## config.mk

```make
export PLATFORM = sky130hd
export DESIGN_NAME = openflow_reg_ring_master
export DESIGN_NICKNAME = d
export VERILOG_FILES = /design/src/rtl/openflow_reg_ring_master.sv
export SDC_FILE = /design/constraint.sdc
export NUM_CORES = 1
export LEC_CHECK = 0
export BUFFER_PORTS_ARGS = -buffer_cell sky130_fd_sc_hd__buf_2
export CORE_MARGIN = 8
export CORE_UTILIZATION = 44
export DETAILED_ROUTE_END_ITERATION = 6
export GPL_TIMING_DRIVEN = 1
export PLACE_DENSITY = 0.78
export SKIP_CTS_REPAIR_TIMING = 1
export SYNTH_ARGS = -nofsm -noshare
export SYNTH_HDL_FRONTEND = slang
export SYNTH_SLANG_ARGS = --single-unit
```

## constraint.sdc

```tcl
create_clock -name clk -period 2.7 [get_ports clk]
set_clock_uncertainty 0.15 [all_clocks]
set_input_delay 0.27 -clock clk [delete_from_list [all_inputs] [get_ports clk]]
set_output_delay 0.27 -clock clk [all_outputs]
set_load 0.005 [all_outputs]
```

## src/rtl/openflow_reg_ring_master.sv

```systemverilog
// Register ring head: injects one host request per transaction onto the
// switch register ring and turns the returning ack/unclaimed pass into a response.
`ifndef SWITCH_REG_CTRL_WIDTH
`define SWITCH_REG_CTRL_WIDTH 32
`endif
`ifndef SWITCH_REG_CTRL_ID_POS
`define SWITCH_REG_CTRL_ID_POS 24
`endif
`ifndef SWITCH_REG_CTRL_RD_WR_L_POS
`define SWITCH_REG_CTRL_RD_WR_L_POS 31
`endif
`ifndef SWITCH_REG_WRITE_BUS_WIDTH
`define SWITCH_REG_WRITE_BUS_WIDTH 32
`endif
`ifndef SWITCH_REG_READ_BUS_WIDTH
`define SWITCH_REG_READ_BUS_WIDTH 32
`endif

module openflow_reg_ring_master #(
  parameter int unsigned RD_TIMEOUT = 1023,
  parameter int unsigned WR_WAIT = 64,
  parameter logic [`SWITCH_REG_READ_BUS_WIDTH-1:0] TIMEOUT_RESULT = 'hdead_beef
) (
  input  logic                                   clk,
  input  logic                                   reset,
  input  logic                                   host_req_vld,
  output logic                                   host_req_rdy,
  input  logic [`SWITCH_REG_CTRL_WIDTH-1:0]      host_req_ctrl,
  input  logic [`SWITCH_REG_WRITE_BUS_WIDTH-1:0] host_req_wr_data,
  output logic                                   host_rsp_vld,
  input  logic                                   host_rsp_rdy,
  output logic [`SWITCH_REG_READ_BUS_WIDTH-1:0]  host_rsp_rd_data,
  output logic [1:0]                             host_rsp_status,
  output logic [`SWITCH_REG_WRITE_BUS_WIDTH-1:0] ring_out_wr_data_bus,
  output logic [`SWITCH_REG_CTRL_WIDTH-1:0]      ring_out_ctrl,
  output logic                                   ring_out_vld,
  output logic [`SWITCH_REG_READ_BUS_WIDTH-1:0]  ring_out_rd_data_bus,
  output logic                                   ring_out_ack,
  input  logic [`SWITCH_REG_WRITE_BUS_WIDTH-1:0] ring_in_wr_data_bus,
  input  logic [`SWITCH_REG_CTRL_WIDTH-1:0]      ring_in_ctrl,
  input  logic                                   ring_in_vld,
  input  logic [`SWITCH_REG_READ_BUS_WIDTH-1:0]  ring_in_rd_data_bus,
  input  logic                                   ring_in_ack,
  output logic [15:0]                            stray_count
);

  localparam int CW = `SWITCH_REG_CTRL_WIDTH;
  localparam int WW = `SWITCH_REG_WRITE_BUS_WIDTH;
  localparam int RW = `SWITCH_REG_READ_BUS_WIDTH;

  localparam logic [1:0] ST_OK = 2'd0;
  localparam logic [1:0] ST_NO_TARGET = 2'd1;
  localparam logic [1:0] ST_TIMEOUT = 2'd2;

  typedef enum logic [1:0] {
    IDLE,
    ISSUE,
    WAIT_RESP,
    RESPOND
  } state_t;

  state_t state_q, state_d;

  logic [CW-1:0] ctrl_q;
  logic [WW-1:0] wr_q;
  logic [15:0]   cnt_q;
  logic [RW-1:0] rsp_data_q, rsp_data_d;
  logic [1:0]    rsp_st_q, rsp_st_d;
  logic [15:0]   stray_q;
  logic          is_rd;
  logic          stray_hit;

  assign is_rd = ctrl_q[`SWITCH_REG_CTRL_RD_WR_L_POS];
  assign stray_hit = (ring_in_vld | ring_in_ack) && (state_q != WAIT_RESP);

  always_comb begin
    state_d = state_q;
    rsp_data_d = rsp_data_q;
    rsp_st_d = rsp_st_q;
    unique case (state_q)
      IDLE: if (host_req_vld) state_d = ISSUE;
      ISSUE: state_d = WAIT_RESP;
      WAIT_RESP: begin
        // Ack beats an unclaimed pass and the counter expiring
        if (ring_in_ack) begin
          state_d = RESPOND;
          rsp_st_d = ST_OK;
          rsp_data_d = ring_in_rd_data_bus;
        end else if (ring_in_vld) begin
          state_d = RESPOND;
          rsp_st_d = ST_NO_TARGET;
          rsp_data_d = TIMEOUT_RESULT;
        end else if (cnt_q == 16'd0) begin
          state_d = RESPOND;
          rsp_st_d = is_rd ? ST_TIMEOUT : ST_OK;
          rsp_data_d = is_rd ? TIMEOUT_RESULT : '0;
        end
      end
      RESPOND: if (host_rsp_rdy) state_d = IDLE;
      default: state_d = IDLE;
    endcase
  end

  always_ff @(posedge clk) begin
    if (reset) begin
      state_q <= IDLE;
      ctrl_q <= '0;
      wr_q <= '0;
      cnt_q <= '0;
      rsp_data_q <= '0;
      rsp_st_q <= ST_OK;
      stray_q <= '0;
    end else begin
      state_q <= state_d;
      rsp_data_q <= rsp_data_d;
      rsp_st_q <= rsp_st_d;
      if (state_q == IDLE && host_req_vld) begin
        ctrl_q <= host_req_ctrl;
        wr_q <= host_req_wr_data;
      end
      if (state_q == ISSUE)
        cnt_q <= is_rd ? 16'(RD_TIMEOUT) : 16'(WR_WAIT);
      else if (state_q == WAIT_RESP && cnt_q != 16'd0)
        cnt_q <= cnt_q - 16'd1;
      if (stray_hit && stray_q != 16'hffff)
        stray_q <= stray_q + 16'd1;
    end
  end

  assign host_req_rdy = (state_q == IDLE);
  assign host_rsp_vld = (state_q == RESPOND);
  assign host_rsp_rd_data = rsp_data_q;
  assign host_rsp_status = rsp_st_q;
  assign ring_out_vld = (state_q == ISSUE);
  assign ring_out_ctrl = (state_q == ISSUE) ? ctrl_q : '0;
  assign ring_out_wr_data_bus = (state_q == ISSUE) ? wr_q : '0;
  assign ring_out_rd_data_bus = '0;
  assign ring_out_ack = 1'b0;
  assign stray_count = stray_q;

endmodule

```

==> results of run 1 <==
## where the power goes
part	switching, mW	leakage [nW]	internal, mW
sequential	0.230	1.08	2.35
combinational	1.50	2.46	1.15
clock	0.827	0.273	1.33
total	2.56	3.81	4.83
## layout make-up
| cell class | count | area share |
|---|---|---|
| Multi-Input combinational cell | 539 | 0.3544 |
| Sequential cell | 132 | 0.3121 |
| Timing Repair Buffer | 307 | 0.2374 |
| Clock buffer | 23 | 0.05646 |
| Tap cell | 176 | 0.02601 |
| Clock inverter | 9 | 0.009311 |
| Inverter | 9 | 0.003991 |
| Antenna cell | 1 | 0.0002956 |
## cell families (layout without fill, tap and decap cells)
logic type | count (synthesis) | after routing
mux | 5 | 5
compound gates | 166 | 166
fa+ha+maj | 6 | 6
other cells | 1 | 34
xor+xnor | 17 | 17
buf+inv | 89 | 348
simple gates | 312 | 312
flops | 132 | 132
## state kept, by name, summed over array words and instances, names as in the netlist
register / cells
ctrl_q: 32
wr_q: 32
host_rsp_status: 2
host_rsp_rd_data: 32
stray_count: 16
state_q: 2
cnt_q: 16
## tightest hold or removal path, delay by kind of cell
kind / cells / cell delay [ps]
and+or+nand+nor: 1 / 120
AOI/OAI and AO/OA: 1 / 70
buffers and inverters: 1 / 80
## routing by layer
metal  GRT usage  vias to the layer above
met3     0.09500                       41
met5           0                        -
met4     0.07823                        0
met2      0.3042                      263
met1      0.1897                     2825
li1            -                     2950
## metrics by stage
| step | cells | hold WS, ps | util |
|---|---|---|---|
| 3_3_place_gp | 1090 | 286.8 | 0.5383 |
| 5_1_grt | 1196 | 47.93 | 0.6367 |
| 4_1_cts | 1122 | -90.81 | 0.5802 |
| 3_5_place_dp | 1090 | 292.1 | 0.5383 |
| 2_1_floorplan | 760 | 252.9 | - |
| 6_report | 1196 | 40.34 | 0.6367 |
## cells in the final DEF, fill, tap and decap left out, types with 9 or more instances in the layout
cell type / n
a211oi_2: 24
buf_2: 217
dfxtp_1: 132
o21ai_0: 14
inv_1: 9
nand2_1: 143
nor2_1: 51
xor2_1: 10
and2_1: 64
dlygate4sd3_1: 72
buf_4: 13
clkbuf_16: 18
a21oi_1: 99
conb_1: 33
## worst paths after layout
path,to,cells past startpoint
worst max-delay path,stray_count[13]$_SDFFE_PP0P_,7
worst min-delay path,state_q[0]$_SDFFE_PP0P_,3
worst max register to register,stray_count[13]$_SDFFE_PP0P_,7
worst min register to register,wr_q[9]$_SDFFE_PP0P_,2
## cells in the mapped netlist (all sizes together), types with 3 or more instances
library cell	n	area, µm²
a211oi	26	315.3
a21boi	3	33.78
a21oi	99	495.5
a22o	8	70.07
and2	65	406.6
and3	3	18.77
buf	45	326.6
clkbuf	35	131.4
dfxtp	132	2643
ha	6	75.07
inv	9	33.78
mux2i	4	40.04
nand2	144	540.5
nand3	6	30.03
nand4	5	31.28
nor2	51	191.4
nor3	8	40.04
nor4	3	18.77
o211ai	3	22.52
o21ai	14	70.07
o31ai	4	30.03
or3	6	37.54
or4	10	78.82
xnor2	7	61.31
xor2	10	87.58
==> qor.csv, run 1 <==
metric,value,unit
status,finished clean,
hold path start,host_rsp_rdy,
Area Growth Syn to Fin,40.99,%
Setup WS post-layout,152.1,ps
setup TNS,0,ps
fmax,392.5,MHz
Mapped Cells,728,
fraction of layout cells with a size suffix above 1,0.2944,
final setup violation count,0,
fin area,8466,µm²
die area,17640,µm²
CP endpoint kind,flip-flop,
dpl ws,114.1,ps
post-placement cell area,7157,µm²
number of global-route vias before repair,5423,
Leak Pwr,3.807,nW
Async SR Flop Fraction,0,
total gr overflow,0,
worst vdd ir,518.9,µV
Synth Warn #,0,
min cycle time layout,2548,ps
Syn Area/Cell,8.248,µm²
initial core utilization,0.4516,
first-pass GRT wire length,26.53,mm
max-cap check violation count,0,
clock tree from TritonCTS,done,
number of remaining DRC errors,0,
largest family of logic cells by synthesized area,simple AND/OR/NAND/NOR gates,
CTS Buf Count,17,
Compound-Gate Fraction of Synth Area,0.1855,
multiplexer area fraction after synthesis,0.008543,
Synth cell types,47,
nets@finish,1178,
CP startpoint kind,flip-flop,
placer congestion estimate,0.8188,
DR vias,6079,
Post-synth EDFFs,0,
1st-iter DRT viols,436,
worst slew pin tran,573.7,ps
worst path buffer plus inverter count,1,
CTS sink cnt,132,
Die Wd,132.8,µm
power after layout,7.388,mW
clock latency at the later pin of the worst-skew pair,410,ps
initial antenna violation count,1,
Avg WL per Cell,15.98,µm
# port buffers,218,
Cell Rows,42,
register area,2643,µm²
Max clock buf depth,2,
root buffer selected by CTS,clkbuf_16,
routed wl met3,1.911,mm
detail-routed via count per cell,5.083,
Worst path slowest cell,or4_1,
Post-Route M1 WL,7.294,mm
uppermost layer routed,met4,
crit share post-route,0.9437,
Crit Path Category,reg -> reg,
worst min-delay path class,in -> reg,
reg2reg start,state_q[0]$_SDFFE_PP0P_,
area share of fa/ha/maj cells after synthesis,0.01250,
routed wire length,19.11,mm
Ports,316,
critical path startpoint,state_q[0]$_SDFFE_PP0P_,
die height,132.8,µm
final hold violations,0,
Synth Area in Simple Gates,0.2461,
Core ar.,13300,µm²
largest stage delay on the critical path,570,ps
final-report max-slew violation count,0,
CP cell instances,inv_1 > ha_1 > o21ba_2 > nand3_1 > or4_1 > or3_1 > a21oi_1,
Crit Path Max Fanout,6,
Worst-path clk slew,60,ps
Netlist Area Pre-Place,6005,µm²
# H-tree levels,4,
post-synthesis sequential area ratio,0.4401,
drt pass-1 iters,5,
"Arr. time, crit path",2740,ps
met2 wire len,9.423,mm
"reg-to-reg slack, setup",150,ps
HPWL Detailed,11.73,mm
"FF+latch count, synth",132,
Synth Flop Type,dfxtp_1,
Filler Cell Count,1067,
largest net degree at the start of global routing,65,
Synth Area in XOR/XNOR,0.02480,
PD cells,872.7,nW/µm²
RSZ-0062 raised after global routing,false,
area taken by multi-input logic gates,3000,µm²
Final ANT Viol Nets,0,
worst path required time,2890,ps
CP top delay family,simple AND/OR/NAND/NOR gates,
Slew headroom,0.6140,
Total GRT Usage,0.1830,
Note: power is estimated with default switching activity, not from simulation.
==> inputs of run 2 (changes only) <==
CAP_MARGIN = 40   (was not set)
REMOVE_ABC_BUFFERS = 1   (was not set)
==> run 2 against run 1 <==
The run now ends with hold timing left. Total power increased by 2.7%. Utilization increased by 0.34 points. Cell count unchanged. Sequential share of layout area decreased by 0.17 points. Clock-buffer cell count increased by 2. Critical endpoint is now host_rsp_rd_data[16]$_SDFFE_PP0P_. Die area unchanged. Combinational power decreased by 2%. Critical path type unchanged.
==> qor.csv, run 2 (same netlist as run 1, synthesis figures left out) <==
metric,value,unit
final-report max-slew violation count,0,
most frequent cells in the layout,"buf_2, nand2_1, dfxtp_1, a21oi_1, dlygate4sd3_1",
root buffer selected by CTS,clkbuf_16,
"reg-to-reg slack, setup",160,ps
setup TNS,0,ps
DR vias,6008,
switching share of power,0.3332,
crit share post-route,0.9408,
nets@finish,1177,
"Arr. time, crit path",2720,ps
Total GRT Usage,0.1838,
detail-routed via count per cell,5.023,
Leak Pwr,3.827,nW
number of global-route vias before repair,5192,
number of remaining DRC errors,0,
Core ar.,13300,µm²
final setup violation count,0,
Worst-path clk slew,60,ps
# H-tree levels,4,
Crit Path Max Fanout,49,
hold path depth,3,
Avg WL per Cell,15.88,µm
Final ANT Viol Nets,0,
worst vdd ir,745.8,µV
min cycle time layout,2540,ps
routed wire length,18.99,mm
Cell Rows,42,
clock share of power,0.320,
switching pwr,2.529,mW
placer congestion estimate,0.8087,
"most common cell after layout, fill and taps aside",buf_2,
Slew headroom,0.5646,
hold path start,host_req_ctrl[31],
critical path startpoint,cnt_q[6]$_SDFFE_PP0P_,
R2R cell count,6,
CTS sink cnt,132,
Crit Path Category,reg -> reg,
Filler Cell Count,1069,
Max clock buf depth,2,
max-cap check violation count,0,
RSZ-0062 raised after global routing,false,
Ports,316,
cell-internal power,5.060,mW
CP endpoint kind,flip-flop,
fraction of layout cells with a size suffix above 1,0.2937,
# port buffers,218,
first-pass GRT wire length,26.61,mm
HPWL Detailed,11.74,mm
status,"complete, but fails checks",
fmax,393.7,MHz
1st-iter DRT viols,431,
PD cells,891.7,nW/µm²
final hold violations,1,
worst path required time,2880,ps
largest net degree at the start of global routing,67,
failing checks,hold timing,
CP startpoint kind,flip-flop,
initial core utilization,0.4516,
worst min-delay path class,in -> reg,
WHS,-3.719,ps
die height,132.8,µm
die area,17640,µm²
RR Endpoint,host_rsp_rd_data[16]$_SDFFE_PP0P_,
Die Wd,132.8,µm
initial antenna violation count,2,
total gr overflow,0,
sequential share of power,0.339,
clock latency at the later pin of the worst-skew pair,400,ps
reg2reg start,cnt_q[6]$_SDFFE_PP0P_,
Logic pwr share,0.341,
worst slew pin tran,647.2,ps
Worst Hold Path EP,ctrl_q[31]$_SDFFE_PP0P_,
clock tree from TritonCTS,done,
drt pass-1 iters,7,
post-layout util,0.6401,
CTS Buf Count,17,
Area Growth Syn to Fin,41.74,%
run 2: power by group through the flow:
stage	Sequential, mW	Combinational [mW]	Clock (mW)
floorplan	2.58	1.47	0
detailed placement	2.60	2.47	0
finish	2.57	2.59	2.43
CTS	2.56	2.49	2.47
global placement	2.58	2.43	0
global route	2.62	2.85	2.57
run 2: worst max-delay path: stages, from the launching register on:
cell and delay (ps):
dfxtp_1 350, or4_1 580, or4_4 610, a21boi_4 200, buf_12 260, nor2_1 90
a211oi_2 200
run 2: per-layer routing:
metal | wire, µm | track usage | vias to the layer above
met4 | 448 | 0.06057 | 0
met2 | 10090 | 0.3228 | 216
li1 | - | - | 2939
met1 | 7386 | 0.1980 | 2818
met3 | 1064 | 0.07040 | 35
met5 | 0 | 0 | -
run 2: how the worst max path moves through the flow:
stage | to | slack [ps] | cells after the start
finish | host_rsp_rd_data[16]$_SDFFE_PP0P_ | 160 | 6
CTS | host_rsp_rd_data[16]$_SDFFE_PP0P_ | 180 | 6
global route | stray_count[15]$_SDFFE_PP0P_ | 50 | 7
global placement | host_rsp_rd_data[28]$_SDFFE_PP0P_ | 240 | 6
detailed placement | host_rsp_rd_data[11]$_SDFFE_PP0P_ | 210 | 6
floorplan | host_rsp_rd_data[14]$_SDFFE_PP0P_ | -560 | 5
run 2: stage by stage:
| stage | setup WS, ps | hold slack [ps] | std cells | power [mW] | instance area (µm²) |
|---|---|---|---|---|---|
| final | 159.8 | -3.719 | 1196 | 7.589 | 8511 |
| after global routing | 52.02 | 9.418 | 1196 | 8.041 | 8511 |
| after CTS | 179.1 | -84.91 | 1123 | 7.515 | 7795 |
| after detailed placement | 209.0 | 292.0 | 1091 | 5.069 | 7162 |
| after global placement | 244.1 | 286.9 | 1091 | 5.003 | 7162 |
| after floorplan | -557.6 | 184.6 | 680 | 4.046 | 5667 |
run 2: final cells by class:
class | instances | area, µm² | share of cell area
inverter | 9 | 33.78 | 0.003969
antenna | 2 | 5.005 | 0.0005881
clock inverter | 7 | 117.6 | 0.01382
timing repair buffer | 306 | 1982 | 0.2329
sequential | 132 | 2643 | 0.3105
tap | 176 | 220.2 | 0.02587
clock buffer | 25 | 515.5 | 0.06057
multi-input combinational | 539 | 2994 | 0.3518
